$ cat config.mk
export PLATFORM = sky130hd
export DESIGN_NAME = bids22_ctrl_host_flat
export DESIGN_NICKNAME = d
export VERILOG_FILES = /design/src/rtl/bids22_host_pkg.sv /design/src/rtl/bids22_ctrl_host_if.sv /design/src/rtl/bids22_host_tmo.sv /design/src/rtl/bids22_ctrl_host.sv /design/src/flat_wrapper.sv
export SDC_FILE = /design/constraint.sdc
export NUM_CORES = 1
export LEC_CHECK = 0
export ABC_AREA = 1
export CORE_MARGIN = 1.5
export CORE_UTILIZATION = 40
export DETAILED_ROUTE_END_ITERATION = 10
export DONT_BUFFER_PORTS = 1
export PLACE_DENSITY = 0.57
export SYNTH_ARGS = -nofsm -noshare
export SYNTH_HDL_FRONTEND = slang
export SYNTH_SLANG_ARGS = --single-unit
$ cat constraint.sdc
create_clock -name clk -period 3.1 [get_ports clk]
set_input_delay 0.775 -clock clk [delete_from_list [all_inputs] [get_ports clk]]
set_output_delay 0.775 -clock clk [all_outputs]
set_load 0.005 [all_outputs]
$ cat src/rtl/bids22_host_pkg.sv
// Shared opcodes, FSM states and failure codes for the bids22 controller host.
package bids22_host_pkg;

   typedef enum logic [3:0] {
      NOOP   = 4'b0000,
      UNLOCK = 4'b0001,
      LOCK   = 4'b0010,
      LOADX  = 4'b0011,
      LOADY  = 4'b0100,
      LOADZ  = 4'b0101
   } op_e;

   typedef enum logic [2:0] {
      S_IDLE,
      S_WAITRDY,
      S_CHECK,
      S_ROUND,
      S_WAITOVER,
      S_DONE,
      S_FAIL
   } state_e;

   localparam logic [1:0] FC_NONE    = 2'd0;
   localparam logic [1:0] FC_CMDERR  = 2'd1;
   localparam logic [1:0] FC_OVERTMO = 2'd2;
   localparam logic [1:0] FC_RDYTMO  = 2'd3;

   // Opcode issued at each sequence step: 0 unlock, 1-3 balance loads, 4 relock.
   function automatic op_e step_op(input logic [2:0] step);
      case (step)
         3'd0:    return UNLOCK;
         3'd1:    return LOADX;
         3'd2:    return LOADY;
         3'd3:    return LOADZ;
         default: return LOCK;
      endcase
   endfunction

endpackage

$ cat src/rtl/bids22_ctrl_host_if.sv
// Command/round bus between the controller host (master) and the bids22 core (slave).
interface bids22_ctrl_host_if;

   logic [3:0]  C_op;
   logic [31:0] C_data;
   logic        C_start;
   logic        ready;
   logic [2:0]  err;
   logic        roundOver;
   logic [31:0] maxBid;

   modport master (
      output C_op, C_data, C_start,
      input  ready, err, roundOver, maxBid
   );

   modport slave (
      input  C_op, C_data, C_start,
      output ready, err, roundOver, maxBid
   );

endinterface

$ cat src/rtl/bids22_host_tmo.sv
// Loadable down-counter; expired is high once TMO_CYC cycles have elapsed since load.
module bids22_host_tmo #(
   parameter int unsigned TMO_CYC = 1024,
   parameter int unsigned TMO_W   = 11
) (
   input  logic clk,
   input  logic reset_n,
   input  logic load,
   output logic expired
);

   logic [TMO_W-1:0] cnt;

   // Reload on request, otherwise count down and hold at zero.
   always_ff @(posedge clk or negedge reset_n) begin
      if (!reset_n) begin
         cnt <= '0;
      end else if (load) begin
         cnt <= TMO_W'(TMO_CYC - 1);
      end else if (cnt != '0) begin
         cnt <= cnt - TMO_W'(1);
      end
   end

   assign expired = (cnt == '0);

endmodule

$ cat src/rtl/bids22_ctrl_host.sv
// Controller-side initiator: runs unlock, balance loads, a timed round and relock
// against the bids22 core from a single go pulse.
module bids22_ctrl_host
   import bids22_host_pkg::*;
#(
   parameter int unsigned RND_W   = 16,
   parameter int unsigned TMO_CYC = 1024,
   parameter int unsigned TMO_W   = 11
) (
   input  logic                      clk,
   input  logic                      reset_n,
   input  logic                      go,
   input  logic [31:0]               cfg_key,
   input  logic [31:0]               cfg_x_bal,
   input  logic [31:0]               cfg_y_bal,
   input  logic [31:0]               cfg_z_bal,
   input  logic [RND_W-1:0]          cfg_round_cycles,
   bids22_ctrl_host_if.master        bus,
   output logic                      busy,
   output logic                      done,
   output logic                      fail,
   output logic [1:0]                fail_code,
   output logic [31:0]               win_amt
);

   state_e           state, state_n;
   logic [2:0]       step, step_n;
   logic             issued, issued_n;
   logic [RND_W-1:0] rnd_cnt, rnd_n, rnd_q;
   logic [31:0]      key_q, x_q, y_q, z_q;
   logic [31:0]      cmd_data, data_n, win_n;
   logic [3:0]       op_n;
   logic [1:0]       fc_n;
   logic             start_n, busy_n, done_n, fail_n;
   logic             latch, tmo_load, tmo_exp;

   bids22_host_tmo #(.TMO_CYC(TMO_CYC), .TMO_W(TMO_W)) u_tmo (
      .clk     (clk),
      .reset_n (reset_n),
      .load    (tmo_load),
      .expired (tmo_exp)
   );

   assign tmo_load = (state_n != state);

   // Data word for the current step from the shadowed configuration.
   always_comb begin
      cmd_data = key_q;
      case (step)
         3'd1:    cmd_data = x_q;
         3'd2:    cmd_data = y_q;
         3'd3:    cmd_data = z_q;
         default: cmd_data = key_q;
      endcase
   end

   // Next state and next values of every registered output.
   always_comb begin
      state_n  = state;
      step_n   = step;
      issued_n = 1'b0;
      rnd_n    = rnd_cnt;
      op_n     = NOOP;
      data_n   = '0;
      start_n  = bus.C_start;
      busy_n   = busy;
      done_n   = 1'b0;
      fail_n   = 1'b0;
      fc_n     = fail_code;
      win_n    = win_amt;
      latch    = 1'b0;
      case (state)
         S_IDLE: begin
            if (go) begin
               latch   = 1'b1;
               busy_n  = 1'b1;
               step_n  = 3'd0;
               fc_n    = FC_NONE;
               state_n = S_WAITRDY;
            end
         end
         S_WAITRDY: begin
            if (bus.ready) begin
               op_n    = step_op(step);
               data_n  = cmd_data;
               state_n = S_CHECK;
            end else if (tmo_exp) begin
               fc_n    = FC_RDYTMO;
               state_n = S_FAIL;
            end
         end
         S_CHECK: begin
            // First cycle is the issue cycle itself; err is judged one cycle later.
            if (!issued) begin
               issued_n = 1'b1;
            end else if (bus.err != '0) begin
               fc_n    = FC_CMDERR;
               state_n = S_FAIL;
            end else if (step == 3'd3) begin
               start_n = 1'b1;
               rnd_n   = (rnd_q == '0) ? RND_W'(1) : rnd_q;
               state_n = S_ROUND;
            end else if (step == 3'd4) begin
               state_n = S_DONE;
            end else begin
               step_n  = step + 3'd1;
               state_n = S_WAITRDY;
            end
         end
         S_ROUND: begin
            if (rnd_cnt <= RND_W'(1)) begin
               start_n = 1'b0;
               state_n = S_WAITOVER;
            end else begin
               rnd_n = rnd_cnt - RND_W'(1);
            end
         end
         S_WAITOVER: begin
            if (bus.roundOver) begin
               win_n   = bus.maxBid;
               step_n  = 3'd4;
               state_n = S_WAITRDY;
            end else if (tmo_exp) begin
               fc_n    = FC_OVERTMO;
               state_n = S_FAIL;
            end
         end
         S_DONE:  state_n = S_IDLE;
         S_FAIL:  state_n = S_IDLE;
         default: state_n = S_IDLE;
      endcase
      if (state_n == S_DONE) begin
         done_n = 1'b1;
         busy_n = 1'b0;
      end
      if (state_n == S_FAIL) begin
         fail_n  = 1'b1;
         busy_n  = 1'b0;
         start_n = 1'b0;
      end
   end

   // State and registered outputs.
   always_ff @(posedge clk or negedge reset_n) begin
      if (!reset_n) begin
         state       <= S_IDLE;
         step        <= '0;
         issued      <= 1'b0;
         rnd_cnt     <= '0;
         bus.C_op    <= NOOP;
         bus.C_data  <= '0;
         bus.C_start <= 1'b0;
         busy        <= 1'b0;
         done        <= 1'b0;
         fail        <= 1'b0;
         fail_code   <= FC_NONE;
         win_amt     <= '0;
      end else begin
         state       <= state_n;
         step        <= step_n;
         issued      <= issued_n;
         rnd_cnt     <= rnd_n;
         bus.C_op    <= op_n;
         bus.C_data  <= data_n;
         bus.C_start <= start_n;
         busy        <= busy_n;
         done        <= done_n;
         fail        <= fail_n;
         fail_code   <= fc_n;
         win_amt     <= win_n;
      end
   end

   // Configuration shadow captured on go so later cfg changes cannot disturb a run.
   always_ff @(posedge clk or negedge reset_n) begin
      if (!reset_n) begin
         key_q <= '0;
         x_q   <= '0;
         y_q   <= '0;
         z_q   <= '0;
         rnd_q <= '0;
      end else if (latch) begin
         key_q <= cfg_key;
         x_q   <= cfg_x_bal;
         y_q   <= cfg_y_bal;
         z_q   <= cfg_z_bal;
         rnd_q <= cfg_round_cycles;
      end
   end

endmodule

$ cat src/flat_wrapper.sv
// flat-port wrapper written by rule: the top's interface ports become plain ports
module bids22_ctrl_host_flat import bids22_host_pkg::*;
#(
   parameter int unsigned RND_W   = 16,
   parameter int unsigned TMO_CYC = 1024,
   parameter int unsigned TMO_W   = 11
)
  (clk, reset_n, go, cfg_key, cfg_x_bal, cfg_y_bal, cfg_z_bal, cfg_round_cycles, busy, done, fail, fail_code, win_amt, bus_C_op, bus_C_data, bus_C_start, bus_ready, bus_err, bus_roundOver, bus_maxBid);
  bids22_ctrl_host_if bus_i ();
  input  logic clk;
  input  logic reset_n;
  input  logic go;
  input  logic [31:0] cfg_key;
  input  logic [31:0] cfg_x_bal;
  input  logic [31:0] cfg_y_bal;
  input  logic [31:0] cfg_z_bal;
  input  logic [RND_W-1:0] cfg_round_cycles;
  output logic busy;
  output logic done;
  output logic fail;
  output logic [1:0] fail_code;
  output logic [31:0] win_amt;
  output wire logic [$bits(bus_i.C_op)-1:0] bus_C_op;
  output wire logic [$bits(bus_i.C_data)-1:0] bus_C_data;
  output wire logic [$bits(bus_i.C_start)-1:0] bus_C_start;
  input wire logic [$bits(bus_i.ready)-1:0] bus_ready;
  input wire logic [$bits(bus_i.err)-1:0] bus_err;
  input wire logic [$bits(bus_i.roundOver)-1:0] bus_roundOver;
  input wire logic [$bits(bus_i.maxBid)-1:0] bus_maxBid;
  assign bus_C_op = bus_i.C_op;
  assign bus_C_data = bus_i.C_data;
  assign bus_C_start = bus_i.C_start;
  assign bus_i.ready = bus_ready;
  assign bus_i.err = bus_err;
  assign bus_i.roundOver = bus_roundOver;
  assign bus_i.maxBid = bus_maxBid;
  bids22_ctrl_host #(.RND_W(RND_W), .TMO_CYC(TMO_CYC), .TMO_W(TMO_W)) u_core (.clk(clk), .reset_n(reset_n), .go(go), .cfg_key(cfg_key), .cfg_x_bal(cfg_x_bal), .cfg_y_bal(cfg_y_bal), .cfg_z_bal(cfg_z_bal), .cfg_round_cycles(cfg_round_cycles), .bus(bus_i), .busy(busy), .done(done), .fail(fail), .fail_code(fail_code), .win_amt(win_amt));
endmodule
==> flow_metrics.env <==
export IMPL_outcome="finished with violations"
export IMPL_failed_checks="negative hold slack"
export IMPL_cts_reportedPaths_clkPinSlew_ns=0.06
export IMPL_worst_path_buf_inv=2
export IMPL_cts_tree="yes"
export IMPL_synthToLayoutAreaGrowth_pct=12.06
export IMPL_fin_area_um2=12230
export IMPL_die_area_um2=28290
export IMPL_synth_largest_area_cell="dfrtp_1"
export IMPL_cts_sinks=251
export IMPL_cts_resized=0
export IMPL_tns_ns=0
export IMPL_gr_total_overflow=0
export IMPL_place_congestion=0.8725
export IMPL_cpMaxStageDelayCell="dfrtp_1"
export IMPL_rsz0062_at_grt="false"
export IMPL_setup_worst_path_start="u_core.state[0]"
export IMPL_irDropWorstVdd_uv=576.1
export IMPL_htree_levels=1
export IMPL_crit_top_cell="nor2_1"
export IMPL_synth_seq_cells=251
export IMPL_yosysWarnings=0
export IMPL_dieWidth_um=168.2
export IMPL_core_area_um2=26880
export IMPL_antenna_found_initial=11
export IMPL_hold_path_class="in2async"
export IMPL_p_switching_w=0.004258
export IMPL_routed_wl_um=26150
export IMPL_power_internal_w=0.008472
export IMPL_synth_edff_count=0
export IMPL_crit_fanout=34
export IMPL_ioPinCount=258
export IMPL_r2r_slack_ns=0.89
export IMPL_die_h_um=168.2
export IMPL_dr_pass1_iters=5
export IMPL_period_minus_slack_ns=2.215
export IMPL_max_stage_delay_ns=0.50
export IMPL_syn_inst=1047
export IMPL_max_freq_mhz=451.5
export IMPL_seqPwrFrac_pct=44.0
export IMPL_power_frac_comb_pct=28.5
export IMPL_drtIter0Drc=392
export IMPL_syn_nets=1239
export IMPL_endpoint="u_core.u_tmo.cnt[10]"
export IMPL_syn_avg_cell_area_um2=10.42
export IMPL_synth_top_area_share_pct=57.55
export IMPL_via_per_inst=5.271
export IMPL_layout_drive_gt1_share_pct=20.42
export IMPL_critPathTopFamily="simple AND/OR/NAND/NOR gates"
export IMPL_fin_crit_sh_pct=71.44
export IMPL_portBuffers=0
export IMPL_detail_route_antenna_nets=0
export IMPL_synth_area_um2=10910
export IMPL_required_ns=3.57
export IMPL_wire_per_inst_um=18.58
export IMPL_initial_core_util_pct=40.61
export IMPL_regToRegStartpoint="u_core.state[0]"
export IMPL_grt_max_degree=252
export IMPL_finalSetupViolCount=0
export IMPL_cp_end_kind="flop"
export IMPL_worstPathCellList="nor2_2, nand2_2, inv_2, nand2_4, nand2_1, nor2_1, inv_1, a31oi_2, nand3_1, nor2_1"
export IMPL_grt_pass1_vias=7292
export IMPL_worst_pin_slew_ns=0.7279
export IMPL_hold_viol_final=29
export IMPL_fin_skew_ns=0.01223
export IMPL_rows=60
export IMPL_clk_latency_ns=0.55
export IMPL_drv_slew=0
export IMPL_root_buffer="clkbuf_16"
export IMPL_startpoint_type="flop"
export IMPL_grtUsageTotal_pct=18.39
export IMPL_drv_cap=0
export IMPL_synth_flop_cell="dfrtp_1"
export IMPL_p_sw_share_pct=33.45
export IMPL_power_density_nw_per_um2=1041
export IMPL_synth_area_leaders="dfrtp_1 58%, mux2_2 14%, nand2_1 9.3%"
export IMPL_route_detailed_drc=0
export IMPL_ctsLongestPathBuffers=3
export IMPL_place_area_um2=11220
export IMPL_cts_buffers=28
export IMPL_postLayoutCoreUtil_pct=45.51
export IMPL_nets=1228
export IMPL_cts_setup_buffers=0
export IMPL_num_vias=7417
export IMPL_finalHoldWorstSlack_ns=-0.06420
export IMPL_r2r_end="u_core.u_tmo.cnt[10]"
export IMPL_power_w=0.01273
export IMPL_grt_pass1_wl_um=41220
export IMPL_clkPwrFrac_pct=27.5
export IMPL_synth_cell_type_count=42
export IMPL_seq_area_frac_synth_pct=57.55
export IMPL_crit_arrival_ns=2.69
export IMPL_slew_headroom_pct=51.47
export IMPL_synthArstFlopShare_pct=100.0
export IMPL_critical_path_class="reg2reg"
export IMPL_place_hpwl_um=17000
export IMPL_leakagePower_nw=5.534
export IMPL_reg2reg_depth=10
export IMPL_crit_cells=10
-- layout make-up --
cell class              instances  area, um2
diodes                          8      20.02
flip-flops and latches        251       6281
multi-input cells             683       4175
clock inverters                16      203.9
repair buffers                 10      100.1
clock buffers                  36      790.8
well taps                     341      426.7
inverters                      62      232.7
fillers                      2555      14650
-- stage by stage --
stage / cells / setup WS [ns] / hold slack [ns]
after CTS: 1399 / 0.9313 / -0.09748
after floorplan: 1047 / 1.243 / 0.4533
after global routing: 1403 / 0.6731 / -0.08797
after detailed placement: 1347 / 0.7207 / 0.4866
final: 1407 / 0.8852 / -0.06420
after global placement: 1347 / 0.7730 / 0.4719
-- cell usage after synthesis, drive strengths merged, types with 4 or more instances --
library cell,instances
nand4,19
a21oi,28
mux2,131
a41oi,32
clkbuf,22
nor2,70
buf,29
nand3,26
inv,62
ha,8
nand2,272
dfrtp,251
xor2,4
o21ai,65
nor3,6
-- state kept, by name, summed over array words and instances (netlist names), 2 cells and up --
signal             count
u_core.key_q          32
u_core.y_q            32
u_core.rnd_q          16
u_core.bus.C_op        3
u_core.x_q            32
u_core.state           3
u_core.bus.C_data     32
u_core.win_amt        32
u_core.fail_code       2
u_core.rnd_cnt        16
u_core.step            3
u_core.z_q            32
u_core.u_tmo.cnt      11
-- routing by layer --
metal | vias up | wire, um | global-route usage, %
met2 | 189 | 12200 | 28.19
met5 | - | 34 | 0
met4 | 6 | 580 | 4.891
met3 | 43 | 2064 | 6.394
li1 | 3510 | - | -
met1 | 3669 | 11270 | 24.91
-- power by group through the flow --
stage,logic [W],registers [W],clock network [W]
6_report,0.00363,0.00560,0.00350
2_1_floorplan,0.00302,0.00535,0
3_3_place_gp,0.00357,0.00563,0
3_5_place_dp,0.00366,0.00565,0
5_1_grt,0.00410,0.00578,0.00374
4_1_cts,0.00367,0.00560,0.00359
-- cell usage in the layout, fill, tap and decap left out, types with 2 or more instances in the layout --
| cell | instances |
|---|---|
| nand4_1 | 19 |
| clkbuf_16 | 28 |
| a31oi_1 | 2 |
| dfrtp_1 | 251 |
| clkbuf_8 | 6 |
| bufinv_16 | 4 |
| a21oi_1 | 28 |
| nand2_1 | 269 |
| xor2_1 | 4 |
| nor3_1 | 6 |
| a41oi_1 | 32 |
| clkbuf_1 | 2 |
| nor2_4 | 2 |
| nand3_2 | 4 |
| inv_1 | 57 |
| clkinvlp_4 | 2 |
| clkinv_2 | 7 |
| xnor2_1 | 2 |
| o21ai_1 | 2 |
| nand3_1 | 21 |
| nor2_2 | 5 |
| buf_12 | 2 |
| o21ai_0 | 61 |
| nor4_1 | 3 |
| buf_4 | 8 |
| ha_1 | 7 |
| o211ai_1 | 2 |
| nor2_1 | 63 |
| nand2_4 | 2 |
| diode_2 | 8 |
| inv_2 | 5 |
| mux2_2 | 131 |
-- how the worst min path moves through the flow --
stage | start | endpoint | slack [ns] | depth (start not counted)
final | reset_n | u_core.rnd_q[10] | -0.06 | 0
after detailed placement | reset_n | u_core.rnd_q[10] | 0.49 | 0
after floorplan | u_core.rnd_cnt[5] | u_core.rnd_cnt[5] | 0.45 | 2
after CTS | reset_n | u_core.win_amt[1] | -0.1 | 0
after global placement | u_core.rnd_cnt[5] | u_core.rnd_cnt[5] | 0.47 | 2
after global routing | reset_n | u_core.rnd_q[10] | -0.09 | 0
-- kinds of logic after synthesis --
group / share of synthesized area (%)
other: 0.03436
AOI/OAI and AO/OA: 7.738
DFF: 57.55
xor gates and xnor gates: 0.4815
muxes: 13.52
adders and majority gates: 0.9172
buffers and inverters: 4.460
and+or+nand+nor: 15.30
Power figures use the tool's default switching activity.
